### src/rtl/instr_fetch_pkg.sv
// Shared definitions for the fetch stage: FSM state encoding, default widths
// and the bit positions of the decoder fields inside a 32-bit instruction.
package instr_fetch_pkg;

  typedef enum logic [1:0] {
    ST_IDLE   = 2'd0,
    ST_REQ    = 2'd1,
    ST_HOLD   = 2'd2,
    ST_HALTED = 2'd3
  } fetch_state_e;

  localparam int DEF_ADDR_W   = 8;
  localparam int DEF_INSTR_W  = 32;
  localparam int DEF_RESET_PC = 0;

  // Decoder field layout of a 32-bit instruction word
  localparam int F_DATA_MSB   = 31;
  localparam int F_DATA_LSB   = 16;
  localparam int F_ADDR1_MSB  = 15;
  localparam int F_ADDR1_LSB  = 11;
  localparam int F_READ_BIT   = 10;
  localparam int F_WRITE_BIT  = 9;
  localparam int F_LDI_BIT    = 8;
  localparam int F_OPCODE_MSB = 7;
  localparam int F_OPCODE_LSB = 4;
  localparam int F_FLAGS_MSB  = 3;
  localparam int F_FLAGS_LSB  = 0;

endpackage

### src/rtl/instr_fetch_pc_reg.sv
// Program counter register: a redirect load wins over the post-fetch increment,
// and the increment wraps modulo 2^ADDR_W.
module instr_fetch_pc_reg
  import instr_fetch_pkg::*;
#(
  parameter int ADDR_W   = DEF_ADDR_W,
  parameter int RESET_PC = DEF_RESET_PC
) (
  input  logic              clk,
  input  logic              rst_n,
  input  logic              load_en,
  input  logic [ADDR_W-1:0] load_addr,
  input  logic              inc_en,
  output logic [ADDR_W-1:0] pc
);

  logic [ADDR_W-1:0] pc_q;
  logic [ADDR_W-1:0] pc_d;

  always_comb begin
    pc_d = pc_q;
    if (load_en) begin
      pc_d = load_addr;
    end else if (inc_en) begin
      pc_d = pc_q + ADDR_W'(1);
    end
  end

  always_ff @(posedge clk or negedge rst_n) begin
    if (!rst_n) begin
      pc_q <= ADDR_W'(RESET_PC);
    end else begin
      pc_q <= pc_d;
    end
  end

  assign pc = pc_q;

endmodule

### src/rtl/instr_fetch.sv
// Fetch stage: single-outstanding instruction memory requests, one-entry
// instruction register toward the decoder, branch redirect and halt.
module instr_fetch
  import instr_fetch_pkg::*;
#(
  parameter int ADDR_W   = DEF_ADDR_W,
  parameter int INSTR_W  = DEF_INSTR_W,
  parameter int RESET_PC = DEF_RESET_PC
) (
  input  logic               clk,
  input  logic               rst_n,
  output logic               imem_req,
  output logic [ADDR_W-1:0]  imem_addr,
  input  logic               imem_ack,
  input  logic [INSTR_W-1:0] imem_rdata,
  output logic [INSTR_W-1:0] instr,
  output logic               instr_valid,
  input  logic               instr_ready,
  input  logic               branch_en,
  input  logic [ADDR_W-1:0]  branch_target,
  input  logic               halt,
  output logic [ADDR_W-1:0]  pc,
  output logic               halted
);

  fetch_state_e       state_q, state_d;
  logic [INSTR_W-1:0] instr_q, instr_d;
  logic               instr_valid_q, instr_valid_d;
  logic               pc_load;
  logic               pc_inc;
  logic [ADDR_W-1:0]  pc_cur;

  instr_fetch_pc_reg #(
    .ADDR_W   (ADDR_W),
    .RESET_PC (RESET_PC)
  ) u_pc_reg (
    .clk       (clk),
    .rst_n     (rst_n),
    .load_en   (pc_load),
    .load_addr (branch_target),
    .inc_en    (pc_inc),
    .pc        (pc_cur)
  );

  always_comb begin
    state_d       = state_q;
    instr_d       = instr_q;
    instr_valid_d = instr_valid_q;
    pc_load       = 1'b0;
    pc_inc        = 1'b0;
    unique case (state_q)
      ST_IDLE: begin
        if (branch_en) begin
          pc_load = 1'b1;
        end else if (halt) begin
          state_d = ST_HALTED;
        end else begin
          state_d = ST_REQ;
        end
      end
      ST_REQ: begin
        // A redirect discards any word returned in the same cycle; without an
        // ack the request drops for one cycle before restarting at the target.
        if (branch_en) begin
          pc_load = 1'b1;
          if (!imem_ack) begin
            state_d = ST_IDLE;
          end
        end else if (imem_ack) begin
          instr_d       = imem_rdata;
          instr_valid_d = 1'b1;
          pc_inc        = 1'b1;
          state_d       = ST_HOLD;
        end
      end
      ST_HOLD: begin
        if (branch_en) begin
          instr_valid_d = 1'b0;
          pc_load       = 1'b1;
          state_d       = ST_REQ;
        end else if (instr_ready) begin
          instr_valid_d = 1'b0;
          state_d       = halt ? ST_HALTED : ST_REQ;
        end
      end
      ST_HALTED: begin
        if (branch_en) begin
          pc_load = 1'b1;
        end else if (!halt) begin
          state_d = ST_REQ;
        end
      end
      default: begin
        state_d       = ST_IDLE;
        instr_valid_d = 1'b0;
      end
    endcase
  end

  always_ff @(posedge clk or negedge rst_n) begin
    if (!rst_n) begin
      state_q       <= ST_IDLE;
      instr_q       <= '0;
      instr_valid_q <= 1'b0;
    end else begin
      state_q       <= state_d;
      instr_q       <= instr_d;
      instr_valid_q <= instr_valid_d;
    end
  end

  assign imem_req    = (state_q == ST_REQ);
  assign imem_addr   = pc_cur;
  assign pc          = pc_cur;
  assign instr       = instr_q;
  assign instr_valid = instr_valid_q;
  assign halted      = (state_q == ST_HALTED);

endmodule

### config.mk
export PLATFORM = sky130hd
export DESIGN_NAME = instr_fetch
export DESIGN_NICKNAME = d
export VERILOG_FILES = /design/src/rtl/instr_fetch_pkg.sv /design/src/rtl/instr_fetch_pc_reg.sv /design/src/rtl/instr_fetch.sv
export SDC_FILE = /design/constraint.sdc
export NUM_CORES = 1
export LEC_CHECK = 0
export ABC_AREA = 1
export BUFFER_PORTS_ARGS = -buffer_cell sky130_fd_sc_hd__buf_4
export CORE_ASPECT_RATIO = 1.2
export CORE_UTILIZATION = 40
export CTS_CLUSTER_DIAMETER = 200
export DETAILED_ROUTE_END_ITERATION = 10
export PLACE_DENSITY_LB_ADDON = 0.05
export SETUP_SLACK_MARGIN = 0.2
export SLEW_MARGIN = 20
export SYNTH_ARGS = -nofsm -noshare
export SYNTH_HDL_FRONTEND = slang
export SYNTH_SLANG_ARGS = --single-unit
### constraint.sdc
create_clock -name clk -period 1.5 [get_ports clk]
set_input_delay 0.3 -clock clk [delete_from_list [all_inputs] [get_ports clk]]
set_output_delay 0.3 -clock clk [all_outputs]
set_load 0.01 [all_outputs]
==> flow_metrics.env, run 1 <==
export IMPL_status="finished, violations left"
export IMPL_violations="negative hold slack"
export IMPL_rsz0062_at_grt="true"
export IMPL_crit_slowest_cell="dfrtp_1"
export IMPL_track_usage_pct=19.1
export IMPL_die_h_microns=81.2
export IMPL_layout_commonest_cell="nand2_1"
export IMPL_final_area_sq_um=2940
export IMPL_num_rows=28
export IMPL_cts_sinks=43
export IMPL_worst_ep_arrival_time_ns=1.02
export IMPL_drv_slew=0
export IMPL_syn_to_final_growth_pct=40.6
export IMPL_syn_nets=315
export IMPL_worstPathCellList="buf_6 -> nand2_4 -> inv_2 -> buf_6"
export IMPL_fin_tns_setup_ns=0
export IMPL_async_reset_ff_share_pct=100
export IMPL_synth_edf_count=0
export IMPL_synth_xor_area_share_pct=0.418
export IMPL_start_kind="register"
export IMPL_wl_per_cell_microns=11.6
export IMPL_grt_pass1_wl_mm=7.93
export IMPL_ant_nets=0
export IMPL_ys_warn_count=0
export IMPL_hpwl_mm=3.54
export IMPL_min_path_type="in2async"
export IMPL_grt_pass1_vias=1821
export IMPL_fmax_mhz=756
export IMPL_hold_viol_final=10
export IMPL_crit_buf_inv=3
export IMPL_worstPathMaxFanout=2
export IMPL_dieArea_sq_um=5530
export IMPL_ys_types=22
export IMPL_layout_min_cycle_time_ns=1.32
export IMPL_ys_seq_area_share_pct=51.4
export IMPL_clock_skew_ns=0.00935
export IMPL_vdd_drop_max_mv=0.907
export IMPL_clk_path_buf_depth=2
export IMPL_core_sq_um=4970
export IMPL_p_leak_nw=1.68
export IMPL_drive_gt1_share_pct=34.4
export IMPL_htreeDepth=2
export IMPL_cts_tree="built"
export IMPL_synth_compound_area_share_pct=2.63
export IMPL_synth_area_sq_um=2090
export IMPL_postPlaceCellArea_sq_um=2800
export IMPL_grt_max_degree=44
export IMPL_r2r_cells=7
export IMPL_crit_family="flip-flops"
export IMPL_vias_per_cell=4.58
export IMPL_path_clk_slew_ns=0.08
export IMPL_muxShareOfSynthArea_pct=0
export IMPL_final_cell_mix="nand2_1 (141), buf_4 (104), dfrtp_1 (41), nand3_1 (17), nor2_1 (13)"
export IMPL_place_congestion=0.853
export IMPL_clk_latency_ns=0.29
export IMPL_dr_pass1_iters=4
export IMPL_crit_required_ns=1.20
export IMPL_maxCapViolations=0
export IMPL_synthCells=268
export IMPL_dr_total_vias=1953
export IMPL_rr_startpoint="state_q[0]"
export IMPL_cts_buffers=5
export IMPL_synth_top_family_by_area="simple AND/OR/NAND/NOR gates"
export IMPL_initial_core_util_pct=42.1
export IMPL_port_buffers=96
export IMPL_synth_simple_gate_area_share_pct=34.1
export IMPL_drt_iter0_markers=95
export IMPL_ys_seq_elements=43
export IMPL_wl_mm=4.95
export IMPL_slew_headroom_pct=63.5
export IMPL_diodes=0
export IMPL_antenna_found_initial=0
export IMPL_critPathKind="reg2out"
export IMPL_cts_root_buf="clkbuf_8"
export IMPL_drc=0
export IMPL_ios=97
export IMPL_worstMarginPinSlew_ns=0.547
export IMPL_post_route_period_util_pct=88.2
export IMPL_cp_end_kind="output pin"
export IMPL_setup_viol=0
export IMPL_overflow=0
export IMPL_whs_ns=-0.00736
export IMPL_rrSetupSlack_ns=0.24
export IMPL_synth_adder_area_share_pct=0.598
export IMPL_slowest_delay_ns=0.40
export IMPL_final_nets=412
export IMPL_synth_area_per_cell_sq_um=7.81
export IMPL_reg2reg_to="instr[30]"
export IMPL_power_density_nw_per_um2=1740
export IMPL_ys_flop_type="dfrtp_1"
export IMPL_cp_common_cell="buf_6"
export IMPL_dieWidth_microns=68.0
-- per-stage QoR --
step / instances / power [mW] / worst slack, ns / hold WS [ns] / util (%)
2_1_floorplan: 268 / 3.21 / 0.289 / 0.00441 / -
3_3_place_gp: 413 / 4.26 / 0.205 / 0.332 / 56.2
3_5_place_dp: 413 / 4.29 / 0.127 / 0.327 / 56.2
4_1_cts: 426 / 5.18 / 0.166 / 0.0144 / 59.0
5_1_grt: 426 / 5.56 / 0.139 / 0.0456 / 59.2
6_report: 426 / 5.13 / 0.178 / -0.00736 / 59.2
-- worst register-to-register path: cells and delay by family (launching register included) --
family	cells	cell delay, ns
DFF	1	0.38
buffers and inverters	3	0.37
and+or+nand+nor	4	0.44
-- per-layer routing --
layer | share of wire [%] | vias to the layer above | GRT usage [%]
met3 | 6.5 | 6 | 4.63
met5 | 0 | - | 0
li1 | - | 1003 | -
met4 | 0.97 | 0 | 6.25
met1 | 45 | 881 | 24.1
met2 | 48 | 63 | 31.4
-- sequential cells by signal, indices dropped and copies added, names as in the netlist --
name	flops
state_q	2
instr	32
instr_valid	1
u_pc_reg.pc	8
-- power by group --
group	switching [mW]	internal, mW	total, mW
Combinational	1.18	1.24	2.43
Clock	0.382	0.326	0.707
Sequential	0.342	1.66	2.00
Total	1.91	3.23	5.13
-- logic make-up (layout without fill, tap and decap cells) --
logic type      Yosys count  after routing
compound gates            9              9
xor+xnor                  1              1
fa+ha+maj                 1              1
simple gates            178            178
flops                    43             43
buf+inv                  36            134
-- worst max-delay path by stage --
stage / from / to / slack [ns] / cells past startpoint
floorplan: state_q[0] / u_pc_reg.pc[5] / 0.29 / 9
global placement: state_q[1] / instr[13] / 0.21 / 6
detailed placement: state_q[1] / instr[11] / 0.13 / 6
CTS: state_q[0] / halted / 0.17 / 4
global route: state_q[0] / instr[27] / 0.14 / 7
finish: state_q[0] / halted / 0.18 / 4
-- repair_timing --
action | 4_1_cts | 5_1_grt
hold buffers | 0 | 0
resized for setup | 7 | 4
pin swaps | 1 | 0
setup endpoints to repair | 31 | 34
buffers inserted | 5 | 0
-- cell usage after synthesis (2+ instances only) --
cell type  count  area share [%]
a21oi_1        2            0.48
nand2_1      142              25
nor2_1        13             2.3
nand4_1        3            0.90
buf_6          7             3.8
o21ai_1        2            0.48
inv_2          3            0.54
dfrtp_1       43              51
o21bai_1       2            0.72
buf_4         10             3.6
nand3_1       17             4.1
inv_1         14             2.5
-- layout make-up --
cell class | instances | area (sq um)
Inverter | 18 | 72.6
Sequential cell | 43 | 1080
Timing Repair Buffer | 108 | 835
Multi-Input combinational cell | 189 | 798
Clock buffer | 6 | 72.6
Tap cell | 60 | 75.1
Fill cell | 493 | 2030
Clock inverter | 2 | 12.5
No activity file was read; power rests on OpenSTA's default activity.
==> run 2, diff against run 1 <==
==> constraint.sdc (replaced) <==
create_clock -name clk -period 1.4 [get_ports clk]
set_input_delay 0.28 -clock clk [delete_from_list [all_inputs] [get_ports clk]]
set_output_delay 0.28 -clock clk [all_outputs]
set_load 0.01 [all_outputs]
==> flow_metrics.env, run 2 (same netlist as run 1, synthesis figures left out) <==
export IMPL_status="finished clean"
export IMPL_cts_buffers=5
export IMPL_final_cell_mix="nand2_1 (116), buf_4 (102), dfrtp_1 (36), nand2_2 (21), nand3_1 (16)"
export IMPL_final_nets=427
export IMPL_wl_mm=5.75
export IMPL_track_usage_pct=19.4
export IMPL_fmax_mhz=735
export IMPL_antenna_found_initial=0
export IMPL_worstPathCellList="buf_6 -> nor2_4 -> buf_6"
export IMPL_final_area_sq_um=3330
export IMPL_crit_buf_inv=2
export IMPL_dieArea_sq_um=5530
export IMPL_slew_headroom_pct=62.7
export IMPL_grt_pass1_vias=1772
export IMPL_rsz0062_at_grt="true"
export IMPL_power_density_nw_per_um2=1830
export IMPL_clk_latency_ns=0.29
export IMPL_drc=0
export IMPL_maxCapViolations=0
export IMPL_seqCellArea_sq_um=1080
export IMPL_hpwl_mm=3.42
export IMPL_slowest_delay_ns=0.40
export IMPL_dieWidth_microns=68.0
export IMPL_reg2reg_to="u_pc_reg.pc[7]"
export IMPL_p_leak_nw=1.84
export IMPL_worstMarginPinSlew_ns=0.559
export IMPL_core_sq_um=4970
export IMPL_rr_startpoint="state_q[1]"
export IMPL_fin_ws_ns=0.0397
export IMPL_cts_root_buf="clkbuf_8"
export IMPL_dr_total_vias=2053
export IMPL_grt_max_degree=44
export IMPL_dr_pass1_iters=5
export IMPL_p_clk_share_pct=12.9
export IMPL_layout_min_cycle_time_ns=1.36
export IMPL_intPower_mw=3.82
export IMPL_hold_end="instr[10]"
export IMPL_path_clk_slew_ns=0.09
export IMPL_crit_slowest_cell="dfrtp_1"
export IMPL_vias_per_cell=4.66
export IMPL_setup_viol=0
export IMPL_hold_depth=3
export IMPL_final_util_pct=67.0
export IMPL_start_kind="register"
export IMPL_cts_tree="built"
export IMPL_clock_skew_ns=0.00899
export IMPL_cts_sinks=43
export IMPL_postPlaceCellArea_sq_um=2790
export IMPL_htreeDepth=2
export IMPL_port_buffers=96
export IMPL_ios=97
export IMPL_rrSetupSlack_ns=0.09
export IMPL_worstPathMaxFanout=3
export IMPL_dp_cells=412
export IMPL_grt_pass1_wl_mm=8.02
export IMPL_syn_to_final_growth_pct=59.2
export IMPL_place_congestion=0.787
export IMPL_r2r_cells=9
export IMPL_crit_family="flip-flops"
export IMPL_seqPwrFrac_pct=36.0
export IMPL_min_path_type="in2reg"
export IMPL_power_switching_mw=2.29
export IMPL_fin_tns_setup_ns=0
export IMPL_post_route_period_util_pct=97.2
export IMPL_fin_cells=441
export IMPL_ant_nets=0
export IMPL_cp_end_kind="output pin"
export IMPL_critPathKind="reg2out"
export IMPL_hold_start="imem_rdata[10]"
export IMPL_initial_core_util_pct=42.1
export IMPL_largest_reg_flops=32
export IMPL_worst_ep_arrival_time_ns=1.08
export IMPL_clk_path_buf_depth=2
export IMPL_die_h_microns=81.2
export IMPL_p_comb_share_pct=51.1
export IMPL_drv_slew=0
export IMPL_dp_slack_ns=0.148
export IMPL_switching_share_pct=37.5
export IMPL_drive_gt1_share_pct=44.9
export IMPL_vdd_drop_max_mv=0.973
export IMPL_num_rows=28
export IMPL_hold_viol_final=0
export IMPL_overflow=0
export IMPL_crit_required_ns=1.12
export IMPL_drt_iter0_markers=98
export IMPL_multi_input_area_sq_um=891
export IMPL_nFillCells=451
export IMPL_diodes=0
export IMPL_layout_commonest_cell="nand2_1"
export IMPL_wl_per_cell_microns=13.0
export IMPL_cp_common_cell="buf_6"
==> run 2: timing repair <==
item,CTS,global route
pin swaps,7,22
hold buffers,1,0
hold endpoints to repair,43,0
setup endpoints to repair,18,57
resized for setup,17,46
setup buffers,5,9
cloned,3,3
==> run 2: worst max path at each step <==
stage               slack, ns              to  cells after the start  startpoint
floorplan                0.19  u_pc_reg.pc[1]                      8  state_q[0]
global placement         0.19      state_q[1]                      8  state_q[1]
detailed placement       0.15  u_pc_reg.pc[5]                      8  state_q[0]
CTS                      0.04        imem_req                      3  state_q[1]
global route           -0.005        imem_req                      3  state_q[1]
finish                   0.04        imem_req                      3  state_q[1]
==> run 2: layout make-up <==
cell class                      instances  share of cell area (%)
Clock buffer                            6                    2.18
Multi-Input combinational cell        189                    26.7
Tap cell                               60                    2.25
Sequential cell                        43                    32.5
Timing Repair Buffer                  123                    33.6
Clock inverter                          2                   0.375
Inverter                               18                    2.33
==> run 2: through the flow <==
| step | total power, mW | hold WS (ns) |
|---|---|---|
| 5_1_grt | 6.54 | 0.167 |
| 2_1_floorplan | 3.46 | -0.0156 |
| 3_5_place_dp | 4.62 | 0.312 |
| 6_report | 6.10 | 0.172 |
| 4_1_cts | 5.72 | 0.161 |
| 3_3_place_gp | 4.58 | 0.309 |
==> run 2: worst min-delay path, delay by kind of cell <==
kind,cells,cell delay (ns)
buffers and inverters,1,0.08
AND/OR/NAND/NOR,2,0.08
==> run 2: power by group through the flow <==
| stage | logic (mW) | registers, mW | clock network, mW |
|---|---|---|---|
| finish | 3.12 | 2.20 | 0.787 |
| global route | 3.41 | 2.27 | 0.859 |
| CTS | 2.79 | 2.12 | 0.805 |
| detailed placement | 2.48 | 2.14 | 0 |
| global placement | 2.44 | 2.14 | 0 |
| floorplan | 1.11 | 2.35 | 0 |
==> run 2: per-layer routing <==
metal	track usage, %	part of all wire (%)	routed length, microns
met5	0	0	0
met4	6.04	0.77	44
met3	4.92	5.5	315
met2	32.7	52	3010
met1	23.9	41	2370
==> run 3, diff against run 2 <==
--- a/config.mk
+++ b/config.mk
@@ -11,6 +11,7 @@
 export CORE_UTILIZATION = 40
 export CTS_CLUSTER_DIAMETER = 200
 export DETAILED_ROUTE_END_ITERATION = 10
+export MAX_ROUTING_LAYER = met4
 export PLACE_DENSITY_LB_ADDON = 0.05
 export SETUP_SLACK_MARGIN = 0.2
 export SLEW_MARGIN = 20
==> flow_metrics.env, run 3 (same netlist as run 1, synthesis figures left out) <==
export IMPL_slew_headroom_pct=62.8
export IMPL_vias_per_cell=4.66
export IMPL_grt_pass1_vias=1773
export IMPL_multi_input_area_sq_um=891
export IMPL_track_usage_pct=20.0
export IMPL_fin_cells=441
export IMPL_overflow=0
export IMPL_dr_pass1_iters=5
export IMPL_dp_cells=412
export IMPL_ant_nets=0
export IMPL_nFillCells=451
export IMPL_drv_slew=0
export IMPL_place_congestion=0.798
export IMPL_hold_viol_final=0
export IMPL_status="finished clean"
export IMPL_rsz0062_at_grt="true"
export IMPL_fmax_mhz=737
export IMPL_worstPathMaxFanout=3
export IMPL_worstMarginPinSlew_ns=0.558
export IMPL_critPathKind="reg2out"
export IMPL_cts_sinks=43
export IMPL_initial_core_util_pct=42.1
export IMPL_port_buffers=96
export IMPL_min_path_type="in2reg"
export IMPL_crit_required_ns=1.12
export IMPL_num_rows=28
export IMPL_layout_min_cycle_time_ns=1.36
export IMPL_ios=97
export IMPL_syn_to_final_growth_pct=59.2
export IMPL_grt_pass1_wl_mm=8.02
export IMPL_p_leak_nw=1.84
export IMPL_drt_iter0_markers=90
export IMPL_power_density_nw_per_um2=1830
export IMPL_cts_buffers=5
export IMPL_layout_commonest_cell="nand2_1"
export IMPL_path_clk_slew_ns=0.09
export IMPL_die_h_microns=81.2
export IMPL_whs_ns=0.171
export IMPL_fin_tns_setup_ns=0
export IMPL_vdd_drop_max_mv=0.973
export IMPL_diodes=0
export IMPL_largest_reg_flops=32
export IMPL_fin_ws_ns=0.0431
export IMPL_grt_max_degree=44
export IMPL_cts_tree="built"
export IMPL_seqCellArea_sq_um=1080
export IMPL_wl_per_cell_microns=13.0
export IMPL_start_kind="register"
export IMPL_final_cell_mix="nand2_1 (116), buf_4 (102), dfrtp_1 (36), nand2_2 (21), nand3_1 (16)"
export IMPL_hpwl_mm=3.42
export IMPL_post_route_period_util_pct=96.9
export IMPL_wl_mm=5.71
export IMPL_cp_end_kind="output pin"
export IMPL_antenna_found_initial=0
export IMPL_dieArea_sq_um=5530
export IMPL_drc=0
export IMPL_clk_path_buf_depth=2
export IMPL_dp_slack_ns=0.148
export IMPL_clk_latency_ns=0.30
export IMPL_clock_skew_ns=0.00895
export IMPL_final_nets=427
export IMPL_setup_viol=0
export IMPL_dieWidth_microns=68.0
export IMPL_drive_gt1_share_pct=44.9
export IMPL_maxCapViolations=0
export IMPL_htreeDepth=2
export IMPL_worst_ep_arrival_time_ns=1.08
export IMPL_core_sq_um=4970
export IMPL_final_area_sq_um=3330
export IMPL_dr_total_vias=2055
export IMPL_postPlaceCellArea_sq_um=2790
export IMPL_cts_root_buf="clkbuf_8"
## run 3: cell counts in the layout (fill, tap and decap cells not counted)
No cell type changed its count.
## run 3: worst paths after layout
kind	slack (ns)	endpoint	depth (start not counted)	from
worst max-delay path	0.04	imem_req	3	state_q[1]
worst min-delay path	0.17	instr[10]	3	imem_rdata[10]
max in group asynchronous	0.48	u_pc_reg.pc[7]	2	rst_n
worst min register to register	0.49	instr[1]	2	instr[1]
worst max register to register	0.09	u_pc_reg.pc[7]	9	state_q[1]
min in group asynchronous	0.51	u_pc_reg.pc[5]	2	rst_n
## run 3: timing repair
item	4_1_cts	5_1_grt
hold buffers	1	0
endpoints found under the hold margin	43	0
resized for setup	17	46
cloned	3	3
endpoints found under the setup margin	18	57
pin swaps	7	22
buffers inserted	5	9
## run 3: routing by layer
metal	GRT usage (%)	share of wire, %	vias to the layer above
li1	-	-	1038
met1	24.1	41	946
met2	32.7	53	65
met3	4.49	5.7	6
met4	6.04	1.0	0
met5	-	0	-
## run 3: metrics by stage
| step | utilization, % | power, mW |
|---|---|---|
| CTS | 61.9 | 5.72 |
| global placement | 56.1 | 4.58 |
| global route | 67.0 | 6.54 |
| finish | 67.0 | 6.09 |
| floorplan | - | 3.46 |
| detailed placement | 56.1 | 4.62 |
## run 3: critical path, cell delays in order (launching register included)
cell	delay, ns
dfrtp_1	0.40
buf_6	0.12
nor2_4	0.14
buf_6	0.13
## run 3: report_power, final
| part | internal (mW) | switching (mW) | total, mW |
|---|---|---|---|
| combinational | 1.69 | 1.43 | 3.12 |
| clock | 0.349 | 0.434 | 0.783 |
| sequential | 1.78 | 0.415 | 2.20 |
## run 3: cell type report
cell class	instances	area share [%]
inverter	18	2.33
tap	60	2.25
multi-input combinational	189	26.7
clock buffer	6	2.18
clock inverter	2	0.375
sequential	43	32.5
timing repair buffer	123	33.6
